===== config.mk =====
export PLATFORM = sky130hd
export DESIGN_NAME = oam_dma_ctrl
export DESIGN_NICKNAME = d
export VERILOG_FILES = /design/src/rtl/nes_bus_pkg.sv /design/src/rtl/oam_dma_ctrl.sv
export SDC_FILE = /design/constraint.sdc
export NUM_CORES = 1
export LEC_CHECK = 0
export CORE_MARGIN = 3
export CORE_UTILIZATION = 40
export DETAILED_ROUTE_END_ITERATION = 7
export PLACE_DENSITY_LB_ADDON = 0.25
export SETUP_SLACK_MARGIN = 0.5
export SYNTH_ARGS = -nofsm -noshare
export SYNTH_HDL_FRONTEND = slang
export SYNTH_SLANG_ARGS = --single-unit

===== constraint.sdc =====
create_clock -name clk -period 2.5 [get_ports clk]
set_input_delay 0.25 -clock clk [delete_from_list [all_inputs] [get_ports clk]]
set_output_delay 0.25 -clock clk [all_outputs]
set_load 0.03 [all_outputs]

===== src/rtl/nes_bus_pkg.sv =====
// Shared NES CPU-bus definitions: OAM DMA state encoding and the fixed
// register addresses the DMA engine snoops and targets.
package nes_bus_pkg;

  typedef enum logic [2:0] {
    IDLE,
    WAIT_HALT,
    DUMMY,
    ALIGN,
    READ,
    WRITE
  } oam_dma_state_t;

  localparam logic [15:0] ADDR_OAMDMA  = 16'h4014;
  localparam logic [15:0] ADDR_OAMDATA = 16'h2004;

endpackage


===== src/rtl/oam_dma_ctrl.sv =====
// NES sprite (OAM) DMA engine.
// Snoops CPU writes to TRIGGER_ADDR, halts the CPU through rdy, then copies
// 256 bytes from page {data,8'h00} to DEST_ADDR, alternating read/write cycles
// aligned to the GET/PUT parity.
// Optional build macro OAM_DMA_TRACE_EN adds the dma_cycles output reporting
// the stolen-cycle count of the most recent completed transfer.
//
// state     | meaning
// ----------+---------------------------------------------------------------
// IDLE      | bus owned by CPU, watching for a trigger write
// WAIT_HALT | rdy low, CPU finishing its write run; waits for its first read
// DUMMY     | first stolen cycle, idle re-read of the frozen CPU address
// ALIGN     | extra stolen cycle so the first DMA read lands on GET
// READ      | read {page,idx}, latch bus_din
// WRITE     | write latched byte to DEST_ADDR, advance idx or finish
module oam_dma_ctrl
  import nes_bus_pkg::*;
#(
  parameter logic [15:0] TRIGGER_ADDR = ADDR_OAMDMA,
  parameter logic [15:0] DEST_ADDR    = ADDR_OAMDATA
) (
  input  logic        clk,
  input  logic        rst,
  input  logic [15:0] cpu_ab,
  input  logic        cpu_rw,
  input  logic [7:0]  cpu_dout,
  input  logic [7:0]  bus_din,
  output logic        rdy,
  output logic        dma_active,
  output logic [15:0] dma_ab,
  output logic        dma_rw,
  output logic [7:0]  dma_dout
`ifdef OAM_DMA_TRACE_EN
  ,
  output logic [9:0]  dma_cycles
`endif
);

  oam_dma_state_t r_state, w_state_nxt;
  logic        r_parity;
  logic [7:0]  r_idx, w_idx_nxt;
  logic [7:0]  r_page, w_page_nxt;
  logic        r_rdy, w_rdy_nxt;
  logic        r_active, w_active_nxt;
  logic [15:0] r_ab, w_ab_nxt;
  logic        r_rw, w_rw_nxt;
  logic [7:0]  r_dout, w_dout_nxt;
  logic        w_trigger;
  logic        w_done;

  assign rdy        = r_rdy;
  assign dma_active = r_active;
  assign dma_ab     = r_ab;
  assign dma_rw     = r_rw;
  assign dma_dout   = r_dout;

  // GET/PUT parity: free-running toggle, 0 = GET
  always_ff @(posedge clk or posedge rst) begin
    if (rst) r_parity <= 1'b0;
    else     r_parity <= ~r_parity;
  end

  // State, transfer counters and registered bus outputs
  always_ff @(posedge clk or posedge rst) begin
    if (rst) begin
      r_state  <= IDLE;
      r_idx    <= 8'h00;
      r_page   <= 8'h00;
      r_rdy    <= 1'b1;
      r_active <= 1'b0;
      r_ab     <= 16'h0000;
      r_rw     <= 1'b1;
      r_dout   <= 8'h00;
    end else begin
      r_state  <= w_state_nxt;
      r_idx    <= w_idx_nxt;
      r_page   <= w_page_nxt;
      r_rdy    <= w_rdy_nxt;
      r_active <= w_active_nxt;
      r_ab     <= w_ab_nxt;
      r_rw     <= w_rw_nxt;
      r_dout   <= w_dout_nxt;
    end
  end

  // Next state plus the bus values to present during the next cycle
  always_comb begin
    w_state_nxt = r_state;
    w_idx_nxt   = r_idx;
    w_page_nxt  = r_page;
    w_ab_nxt    = r_ab;
    w_rw_nxt    = r_rw;
    w_dout_nxt  = r_dout;
    w_trigger   = (r_state == IDLE) && (cpu_ab == TRIGGER_ADDR) && !cpu_rw;
    w_done      = (r_state == WRITE) && (r_idx == 8'hFF);

    case (r_state)
      IDLE: begin
        if (w_trigger) begin
          w_state_nxt = WAIT_HALT;
          w_page_nxt  = cpu_dout;
          w_idx_nxt   = 8'h00;
        end
      end
      WAIT_HALT: begin
        // A read cycle means the CPU has seen rdy low and is now frozen
        if (cpu_rw) begin
          w_state_nxt = DUMMY;
          w_ab_nxt    = cpu_ab;
          w_rw_nxt    = 1'b1;
        end
      end
      DUMMY: begin
        // Next cycle is GET when the current one is PUT
        if (r_parity) begin
          w_state_nxt = READ;
          w_ab_nxt    = {r_page, r_idx};
        end else begin
          w_state_nxt = ALIGN;
        end
        w_rw_nxt = 1'b1;
      end
      ALIGN: begin
        w_state_nxt = READ;
        w_ab_nxt    = {r_page, r_idx};
        w_rw_nxt    = 1'b1;
      end
      READ: begin
        w_state_nxt = WRITE;
        w_ab_nxt    = DEST_ADDR;
        w_rw_nxt    = 1'b0;
        w_dout_nxt  = bus_din;
      end
      WRITE: begin
        w_idx_nxt = r_idx + 8'd1;
        w_rw_nxt  = 1'b1;
        if (w_done) begin
          w_state_nxt = IDLE;
          w_ab_nxt    = 16'h0000;
          w_dout_nxt  = 8'h00;
        end else begin
          w_state_nxt = READ;
          w_ab_nxt    = {r_page, r_idx + 8'd1};
        end
      end
      default: begin
        w_state_nxt = IDLE;
      end
    endcase

    w_rdy_nxt    = (w_state_nxt == IDLE);
    w_active_nxt = (w_state_nxt != IDLE) && (w_state_nxt != WAIT_HALT);
  end

`ifdef OAM_DMA_TRACE_EN
  logic [9:0] r_cyc_cnt;
  logic [9:0] r_dma_cycles;

  assign dma_cycles = r_dma_cycles;

  // Count stolen cycles from DUMMY onward; publish the total when the last WRITE ends
  always_ff @(posedge clk or posedge rst) begin
    if (rst) begin
      r_cyc_cnt    <= 10'd0;
      r_dma_cycles <= 10'd0;
    end else begin
      if (r_state == WAIT_HALT && cpu_rw) r_cyc_cnt <= 10'd0;
      else if (r_active)                  r_cyc_cnt <= r_cyc_cnt + 10'd1;
      if (w_done) r_dma_cycles <= r_cyc_cnt + 10'd1;
    end
  end
`endif

endmodule

# Word level (Yosys, flattened, before mapping)
# Cells that the tools add are included.
[op_classes] add_sub_neg=1 bitwise_logic=1 reduce_logical=18 eq_ne=12 n_mux=15
[op_table] op="case mux 16 bit (5 select lines)" n=1
[op_table] op="2-to-1 mux 16 bit" n=3
[op_table] op="case mux 8 bit (2 select lines)" n=2
[op_table] op="case mux 3 bit (6 select lines)" n=1
[op_table] op="equality test 16 x 15 -> 1 bit (second input constant)" n=1
[op_table] op="2-to-1 mux 8 bit" n=2
[op_table] op="2-to-1 mux 3 bit" n=4
[op_table] op="adder 8 x 1 -> 8 bit (second input constant)" n=1
[op_table] op="equality test 8 bit (second input constant)" n=1
[op_table] op="inequality test 2 bit (second input constant)" n=4
[op_table] op="AND reduction 2 bit" n=4
[op_table] op="equality test 3 x 2 -> 1 bit (second input constant)" n=2
[op_table] op="equality test 3 bit (second input constant)" n=2
[op_table] op="zero test 3 bit" n=2
[op_table] op="nonzero test 3 bit" n=2
[op_table] op="nonzero test 5 bit" n=1
[op_table] op="logical AND 1 bit" n=4
[op_table] op="nonzero test 2 bit" n=2
[op_table] op="equality test 3 x 1 -> 1 bit (second input constant)" n=1
[op_table] op="inequality test 3 x 1 -> 1 bit (second input constant)" n=1
[op_table] op="case mux 1 bit (3 select lines)" n=1
[op_table] op="AND reduction 3 bit" n=1
[op_table] op="OR reduction 3 bit" n=1
[op_table] op="zero test 1 bit" n=1
[op_table] op="2 further kinds" n=2
[totals] out_inout_bits=27 ff_bits=47 word_cells=56

# Longest topological paths before layout
# Gate-level depths: netlist of run 1.
[depth] word_depth=7 mapped_depth=6 mapped_depth_nobuf=5

# Worst setup path before layout of run 1
# OpenSTA, ideal clock, no wires.
[synth_timing] path_type="flip-flop to flip-flop" from="register r_state[0]" to="register r_page[0]" stages_incl_launch_ff=7 t_arrival_ps=1511 path_slack_ps=864 required_time_ps=2375 period_less_slack_ps=1636 setup_time_ps=125 path_cell_list="dfrtp_1 buf_6 nor4_2 nand2_1 nor2_4 buf_6 mux2_4"
[synth_between] elab_chain_len=4
[synth_lines] item="start: declaration" line="oam_dma_ctrl.sv:39" rtl="oam_dma_state_t r_state, w_state_nxt;"
[synth_lines] item="start signal: assignment" line="oam_dma_ctrl.sv:75" rtl="r_state <= w_state_nxt;"
[synth_lines] item="zero test 3 bit *" line="oam_dma_ctrl.sv:94, oam_dma_ctrl.sv:97"
[synth_lines] item="logical AND 1 bit (2 in series)" line="oam_dma_ctrl.sv:94" rtl="w_trigger = (r_state == IDLE) && (cpu_ab == TRIGGER_ADDR) && !cpu_rw;"
[synth_lines] item="AND reduction 2 bit (no source line) *"
[synth_lines] item="end signal: assignment" line="oam_dma_ctrl.sv:77" rtl="r_page <= w_page_nxt;"
[synth_lines] item="end: declaration" line="oam_dma_ctrl.sv:42" rtl="logic [7:0] r_page, w_page_nxt;"
# Every way passes the cells marked *; elsewhere a longest branch is shown, timed or not.
# A chain may end at the register's enable or synchronous reset.

# Worst setup path in the final report of run 1
[layout_timing] from="input cpu_ab[7]" to="register r_page[0]"
[layout_between] elab_chain_len=4
[layout_lines] item="start: declaration" line="oam_dma_ctrl.sv:24" rtl="input logic [15:0] cpu_ab,"
[layout_lines] item="equality test 16 x 15 -> 1 bit" line="oam_dma_ctrl.sv:94"
[layout_lines] item="logical AND 1 bit (2 in series)" line="oam_dma_ctrl.sv:94"
[layout_lines] item="AND reduction 2 bit (no source line)"
# No other way between the ends.

==> out/metrics.cfg, run 1 <==
[global_route]
top_usage_layer = met1
grt_max_degree = 48
antenna_found_initial = 0
grtUsageMet1 = 0.272
track_usage = 0.179
grtUsageMet2 = 0.254
grt-ovfl-total = 0
grt_pass1_vias = 1972
grt_pass1_wl_mm = 10.1
grtUsageMet3 = 0.0417

[floorplan]
coreArea_sq_um = 5640
die_w_microns = 83.3
start_util = 0.424
io_pins = 62
rows = 27
design.die.area_sq_um = 6940
die_height_microns = 83.3

[route]
vias = 2059
wire_per_inst_microns = 16.5
final_antenna_net_count = 0
dr.first_iter.drc_count = 168
route.detailed.drc = 0
via_per_inst = 5.72
firstDrtPassIters = 4
routed_wl_mm = 5.94

[flow_run]
maxCapViolations = 0

[logic_synthesis]
synth-main-ff-cell = dfrtp_1
yosys_warnings = 0
ys_ff_latch = 47
synth_cells = 225
async_flop_share = 1.00
yosysUniqueCellTypes = 58
ys_seq_area_frac = 0.493
synth-edff-count = 0
synth_nets = 261
syn-cell-area_sq_um = 2390
synth.avg_cell_area_sq_um = 10.6

[layout]
fin_nets = 323
syn_to_final_growth_pct = 33.8
utilization = 0.567
antenna_cells = 0
drive_gt1_frac = 0.149
stdcell_count = 360

[timing]
setup-tns-final_ps = 0
finalCritPeriodShare = 0.750
max_freq_mhz = 534
worst_hold_slack_ps = 399
finalSetupViolations = 0
final_hold_viol_count = 0
skew_ps = 6.07
max_slew.worst_pin.slew_ps = 755
maxSlewViolCount = 0
maxSlewHeadroom = 0.493
min_period_ps = 1870
rsz0062_at_grt = no

[power]
power.total_uw = 3840
p_leak_uw = 0.00136
power.density_nw_per_um2 = 1200
swShare = 0.421
p_int_uw = 2230
peakVddDrop_mv = 0.571
seq_power_share = 0.325
share_comb_of_total_power = 0.526
switchingPower_uw = 1620
p_clk_frac = 0.149

[clocking]
cts_max_path_buffers = 2
cts_setup_buffers = 0
cts.clk_slew.worst_paths_ps = 90
worstSkewPairLatency_ps = 310
cts_tree = yes
h-tree-depth = 2
cts_hold_buffers = 0
cts.sinks = 47
cts_buffers = 5
root_buffer = clkbuf_8

[critical_path]
r2r_slack_ps = 650
cp-start-kind = input port
cp.required_ps = 2690
critPathKind = in -> reg
end_kind = flop
crit_fanout = 9
worstPathArrival_ps = 2070

[placed_design]
io_buffers = 61
placed_cells = 352
gp_congestion = 0.907
hpwl_mm = 4.22

[worst_hold_path]
hold_class = in -> async

[run_status]
status = completed

layer usage:
layer	routed length, microns	up-vias
li1	-	974
met1	2830	973
met2	2570	101
met3	423	11
met4	119	0
met5	0	-
critical path, cell delays in order:
cell and delay, ps:
clkdlybuf4s50_1 480, nor4b_2 320, nand3_1 250, nor2_4 290
buf_12 170, mux2_4 300
cell usage after synthesis, types with 2 or more instances:
master     n  area, sq um
buf_4      2         15.0
o22ai_1    5         31.3
dfstp_2    2         52.6
nor4b_1    3         26.3
nor2b_1    2         12.5
or3_1      3         18.8
mux2_4     3         45.0
o22a_1     2         17.5
a22o_1     8         70.1
buf_6      4         45.0
o21ai_1    2         10.0
and2_1     2         12.5
o21ai_0   16         80.1
and3_1     9         56.3
buf_2      5         25.0
a221o_1    9         90.1
nand2_1   11         41.3
nand3_1    9         45.0
a31oi_1    7         43.8
a21oi_1    7         35.0
nor2_1    15         56.3
mux2_2     6         67.6
dfrtp_1   45         1130
inv_1      9         33.8
o211ai_1   3         22.5
mux2i_1    2         20.0
nor3_1     3         15.0
registers in the layout, indices dropped and copies added, names as in the netlist:
name	flops
dma_ab	16
dma_dout	8
r_idx	8
r_page	8
r_state	3
dma_active	1
dma_rw	1
r_parity	1
rdy	1
final cells by class:
type                            count  area [sq um]
Multi-Input combinational cell    157          1110
Inverter                            9          33.8
Tap cell                           72          90.1
Clock buffer                        5          68.8
Clock inverter                      3          46.3
Timing Repair Buffer               67           668
Fill cell                         499          2440
Sequential cell                    47          1180
power by group through the flow:
stage | clock network (uW) | logic, uW | registers (uW)
after global routing | 626 | 2180 | 1290
after global placement | 0 | 2000 | 1250
after CTS | 591 | 2020 | 1240
after detailed placement | 0 | 2010 | 1250
final | 572 | 2020 | 1250
after floorplan | 0 | 1010 | 1580
stage by stage:
stage | worst slack [ps] | instance area, sq um
floorplan | 864 | 2390
global placement | 231 | 3060
detailed placement | 91.6 | 3060
CTS | 522 | 3180
global route | 519 | 3200
finish | 626 | 3200
cells by family (layout without fill, tap and decap cells):
logic type	Yosys count	count (layout)	synth area share
fa+ha+maj	1	1	0.00523
compound gates	71	71	0.212
mux	11	11	0.0555
buf+inv	21	84	0.0513
flops	47	47	0.493
simple gates	73	73	0.179
xor+xnor	1	1	0.00366
cells in the final DEF, fill, tap and decap left out, types with 7 or more instances in the layout:
master           count
clkdlybuf4s50_1     61
dfrtp_1             42
o21ai_0             16
nor2_1              15
inv_1                8
a221o_1              9
nand3_1              9
and3_1               9
a22o_1               8
a31oi_1              7
a21oi_1              7
nand2_1             11
repair_timing:
| action | 4_1_cts | 5_1_grt |
|---|---|---|
| endpoints found under the setup margin | 4 | 20 |
| resized for setup | 2 | 5 |
| endpoints found under the hold margin | 0 | 0 |
| cloned | 0 | 0 |
path summary, 6_finish.rpt:
kind | cells past startpoint | from | endpoint
hold reg to reg | 2 | dma_ab[2] | dma_ab[2]
setup reg to reg | 5 | r_idx[0] | dma_dout[0]
min in group clk | 2 | dma_ab[2] | dma_ab[2]
setup / recovery | 6 | cpu_ab[7] | r_page[0]
hold / removal | 3 | rst | r_state[2]
max in group asynchronous | 3 | rst | r_idx[0]
No activity file was read; power rests on OpenSTA's default activity.
==> run 2, diff against run 1 <==
clock period = 1.95 ns   (was 2.5 ns; I/O delays follow)
==> run 2 against run 1 <==
Sequential share of layout area is 7.7 points lower. Register-to-register slack got worse by 390 ps. Sequential power increased by 26%. Hold slack got worse by 220 ps. Setup slack worse by 360 ps. Cell count grew 17%. Critical path depth is the same.
==> out/metrics.cfg, run 2 (synthesized netlist as in run 1, its figures left out) <==
[run_status]
status = completed

[layout]
drive_gt1_frac = 0.426  ; +0.276
antenna_cells = 0  ; unchanged
largest_reg_flops = 16  ; unchanged
nFillCells = 382  ; -23%
fin_nets = 385  ; +19%
utilization = 0.719  ; +0.152
syn_to_final_growth_pct = 69.6
mostFrequentLayoutCells = 42 x buf_4, 38 x dfrtp_1, 33 x clkdlybuf4s50_1
mostFrequentLayoutCell = buf_4
stdcell_count = 422  ; +17%

[route]
route.detailed.drc = 0  ; unchanged
dr.first_iter.drc_count = 203  ; +21%
routed_wl_mm = 8.74  ; +47%
wire_per_inst_microns = 20.7  ; +25%
via_per_inst = 5.91  ; +3.4%
firstDrtPassIters = 4  ; unchanged
final_antenna_net_count = 0  ; unchanged
vias = 2495  ; +21%

[global_route]
grt_max_degree = 31  ; -35%
grt_pass1_vias = 2400  ; +22%
antenna_found_initial = 0  ; unchanged
grt_pass1_wl_mm = 13.0  ; +29%
grt-ovfl-total = 0  ; unchanged
track_usage = 0.237  ; +0.0580

[timing]
skew_ps = 8.81  ; +2.74 ps
min_period_ps = 1690
maxSlewViolCount = 0  ; unchanged
maxSlewHeadroom = 0.729  ; +0.236
final_hold_viol_count = 0  ; unchanged
max_freq_mhz = 592
worst_hold_slack_ps = 177  ; -222 ps
rsz0062_at_grt = yes
finalSetupViolations = 0  ; unchanged
finalCritPeriodShare = 0.866
max_slew.worst_pin.slew_ps = 406  ; -349 ps
setup_ws_ps = 262  ; -364 ps

[floorplan]
start_util = 0.424  ; unchanged
die_height_microns = 83.3  ; unchanged
coreArea_sq_um = 5640  ; unchanged
rows = 27  ; unchanged
io_pins = 62  ; unchanged
design.die.area_sq_um = 6940  ; unchanged
die_w_microns = 83.3  ; unchanged

[clocking]
cts.clk_slew.worst_paths_ps = 100  ; about the same
cts_buffers = 5  ; unchanged
cts_max_path_buffers = 2  ; unchanged
root_buffer = clkbuf_8
cts.sinks = 47  ; unchanged
h-tree-depth = 2  ; unchanged
cts_tree = yes
worstSkewPairLatency_ps = 310  ; about the same

[critical_path]
crit_start = r_state[2]
cp.required_ps = 2150  ; -540 ps
path_cells = buf_6, nor4_2, nand2_1, nor2_4, buf_6, mux2_4
r2r-start = r_state[2]
cp-start-kind = flop
crit_slowest_cell = dfrtp_2
critPathKind = reg -> reg
crit_fanout = 6  ; -3
cpPeakStageDelay_ps = 500  ; +20 ps
end_kind = flop
worstPathArrival_ps = 1890  ; -180 ps
path_common_cell = buf_6

[power]
peakVddDrop_mv = 0.778  ; +36%
p_leak_uw = 0.00183  ; +34%
power.density_nw_per_um2 = 1520  ; +26%

[placed_design]
placed_cells = 369  ; +4.8%
io_buffers = 61  ; unchanged
dpl_worst_slack_ps = -77.1  ; -169 ps
gp_congestion = 0.828  ; -8.7%
hpwl_mm = 4.65  ; +10%

[flow_run]
maxCapViolations = 0  ; unchanged

[worst_hold_path]
hold_class = in -> async

run 2: cell types whose count changed in the layout (fill, tap and decap cells not counted), sizes merged:
| cell | change |
|---|---|
| buf | +60 |
| clkdlybuf4s50 | -28 |
| dlygate4sd2 | +25 |
| clkdlybuf4s15 | +2 |
| dlymetal6s2s | +1 |
| nand2 | +1 |
| nand3b | +1 |
run 2: worst paths after layout:
path / slack (ps) / cells after the start / to
worst max-delay path: 260 / 6 / r_page[3]
worst min-delay path: 180 / 2 / dma_dout[0]
worst max register to register: 260 / 6 / r_page[3]
worst min register to register: 500 / 2 / dma_ab[2]
max in group asynchronous: 1220 / 3 / dma_rw
min in group clk: 450 / 5 / dma_ab[7]
run 2: worst max-delay path, delay by kind of cell (launching register included):
kind / cells / cell delay (ps)
mux: 1 / 310
buf+inv: 2 / 300
flops: 1 / 500
simple gates: 3 / 470
run 2: power breakdown:
group / leakage (uW) / switching (uW) / internal (uW)
Clock: 0.0000548 / 365 / 387
Combinational: 0.00118 / 2030 / 1800
Sequential: 0.000590 / 258 / 1330
run 2: what timing repair did:
item / in CTS / in global routing
hold buffers: 0 / 0
pin swaps: 20 / 18
gates resized for setup: 103 / 38
setup buffers: 29 / 12
endpoints found under the setup margin: 72 / 45
gates cloned: 4 / 0
run 2: layout make-up:
type,instances,area (sq um),share of cell area
clock buffers,5,68.8,0.0170
clock inverters,3,46.3,0.0114
inverters,9,33.8,0.00833
multi-input cells,159,1440,0.355
flip-flops and latches,47,1190,0.293
well taps,72,90.1,0.0222
repair buffers,127,1190,0.293
run 2: per-stage QoR:
stage               power [uW]  setup TNS [ps]  cell area (sq um)
floorplan                 3360               0               2420
CTS                       5770               0               3820
detailed placement        4390            -462               3220
finish                    6160               0               4060
global route              6460               0               4060
global placement          4360           -49.0               3220
run 2: routing by layer:
layer	vias up	track usage	part of all wire
li1	1098	-	-
met1	1236	0.297	0.40
met2	130	0.407	0.48
met3	31	0.0486	0.079
met4	0	0.0788	0.039
met5	-	0	0
==> run 3, diff against run 2 <==
CORE_MARGIN = 1   (was 3)
==> run 3 against run 2 <==
Cell count unchanged. Global-route usage increased by 1.6 points. Combinational power barely moved. Critical path depth did not move. Via count up 0.88%. Final area shrank 2.0%. Maximum frequency down 5.8%. Routed wire length down 4.8%. Sequential power about the same.
==> out/metrics.cfg, run 3 (synthesized netlist as in run 1, its figures left out) <==
[placed_design]
placed_cells = 376  ; +1.9%
io_buffers = 61  ; unchanged
placed_area_sq_um = 3290  ; +2.4%
hpwl_mm = 4.49  ; -3.5%
gp_congestion = 0.920  ; +11%

[floorplan]
io_pins = 62  ; unchanged
rows = 27  ; unchanged
start_util = 0.424  ; unchanged
die_height_microns = 79.3  ; -4.8%
design.die.area_sq_um = 6290  ; -9.4%
die_w_microns = 79.3  ; -4.8%
coreArea_sq_um = 5640  ; unchanged

[global_route]
track_usage = 0.253  ; +0.0162
grt_pass1_wl_mm = 12.0  ; -7.7%
antenna_found_initial = 0  ; unchanged
grt-ovfl-total = 0  ; unchanged
grt_pass1_vias = 2434  ; +1.4%
grt_max_degree = 32  ; +3.2%

[clocking]
cts.sinks = 47  ; unchanged
cts_max_path_buffers = 2  ; unchanged
root_buffer = clkbuf_8
worstSkewPairLatency_ps = 310  ; about the same
cts.clk_slew.worst_paths_ps = 90  ; about the same
cts_buffers = 5  ; unchanged
h-tree-depth = 2  ; unchanged
cts_tree = yes

[flow_run]
maxCapViolations = 0  ; unchanged

[timing]
worst_hold_slack_ps = 166  ; -10.8 ps
rsz0062_at_grt = yes
max_freq_mhz = 558  ; -5.8%
min_period_ps = 1790  ; +104 ps
finalSetupViolations = 0  ; unchanged
skew_ps = 7.10  ; -1.71 ps
final_hold_viol_count = 0  ; unchanged
maxSlewHeadroom = 0.691  ; -0.0376
finalCritPeriodShare = 0.919  ; +0.0535
maxSlewViolCount = 0  ; unchanged
max_slew.worst_pin.slew_ps = 457  ; +50.5 ps

[layout]
mostFrequentLayoutCell = buf_4
fin_nets = 385  ; unchanged
nFillCells = 378  ; -1.0%
drive_gt1_frac = 0.406  ; -0.0200
mostFrequentLayoutCells = 39 x buf_4, 36 x dfrtp_1, 34 x clkdlybuf4s50_1
stdcell_count = 422  ; unchanged
antenna_cells = 0  ; unchanged
largest_reg_flops = 16  ; unchanged
syn_to_final_growth_pct = 66.2
fin_area_sq_um = 3980  ; -2.0%

[critical_path]
crit_fanout = 9  ; +3
cp.required_ps = 2160  ; about the same
cp-start-kind = input port
worstPathArrival_ps = 2000  ; +110 ps
critPathKind = in -> reg
crit_slowest_cell = clkdlybuf4s50_1
path_cells = clkdlybuf4s50_1, nor4b_1, nand2_2, nor2_4, buf_12, mux2_2
cpPeakStageDelay_ps = 560  ; +60 ps
end_kind = flop

[route]
final_antenna_net_count = 0  ; unchanged
wire_per_inst_microns = 19.7  ; -4.8%
firstDrtPassIters = 7  ; +3
via_per_inst = 5.96  ; +0.88%
route.detailed.drc = 0  ; unchanged
vias = 2517  ; +0.88%
dr.first_iter.drc_count = 245  ; +21%
routed_wl_mm = 8.32  ; -4.8%

[run_status]
status = completed

[power]
peakVddDrop_mv = 0.834  ; +7.1%
p_leak_uw = 0.00180  ; -1.5%
power.density_nw_per_um2 = 1530  ; +0.73%
power.total_uw = 6080  ; -1.3%

[worst_hold_path]
hold_class = in -> async

run 3: cell count changes in the layout (fill, tap and decap cells not counted), moves of 4 or more:
cell | previous run | this run
a21oi_2 | 4 | 0
and3_1 | 3 | 8
and3_4 | 6 | 1
mux2_2 | 1 | 6
mux2_4 | 8 | 3
run 3: final timing paths:
kind | start | to | slack [ps] | cells after the start
max in group asynchronous | rst | r_idx[2] | 1280 | 3
setup reg to reg | r_state[2] | r_page[2] | 260 | 5
min in group clk | bus_din[0] | dma_dout[0] | 480 | 2
setup / recovery | cpu_ab[2] | r_page[2] | 160 | 6
hold reg to reg | dma_dout[7] | dma_dout[7] | 500 | 1
hold / removal | rst | dma_dout[4] | 170 | 2
run 3: where the power goes:
part | switching (uW) | leakage (uW) | internal, uW | total, uW
clock | 359 | 0.0000474 | 290 | 649
combinational | 2000 | 0.00116 | 1850 | 3850
sequential | 255 | 0.000588 | 1330 | 1580
run 3: worst max-delay path: cells and delay by family:
kind	cells	cell delay [ps]
buffers and inverters	2	700
multiplexers	1	330
AND/OR/NAND/NOR	3	770
run 3: metal layers:
metal | up-vias | wire, microns | track usage
li1 | 1099 | - | -
met3 | 35 | 485 | 0.0552
met1 | 1243 | 3310 | 0.308
met4 | 0 | 327 | 0.118
met5 | - | 0 | 0
met2 | 140 | 4190 | 0.426
run 3: final cells by class:
class	count	area [sq um]	share of cell area
Timing Repair Buffer	129	1230	0.310
Sequential cell	47	1190	0.299
Inverter	9	33.8	0.00850
Multi-Input combinational cell	157	1330	0.335
Clock inverter	2	16.3	0.00409
Clock buffer	6	82.6	0.0208
Tap cell	72	90.1	0.0227
run 3: what timing repair did:
action                     CTS  global route
setup buffers               26            11
pin swaps                   18            21
resized for setup           77            41
setup endpoints to repair   70            46
hold buffers                 0             0
gates cloned                 1             0
run 3: through the flow:
| stage | util | setup slack [ps] | TNS (ps) |
|---|---|---|---|
| global route | 0.705 | 122 | 0 |
| floorplan | - | 406 | 0 |
| finish | 0.705 | 158 | 0 |
| CTS | 0.667 | 302 | 0 |
| detailed placement | 0.584 | -66.8 | -382 |
| global placement | 0.584 | -58.5 | -368 |
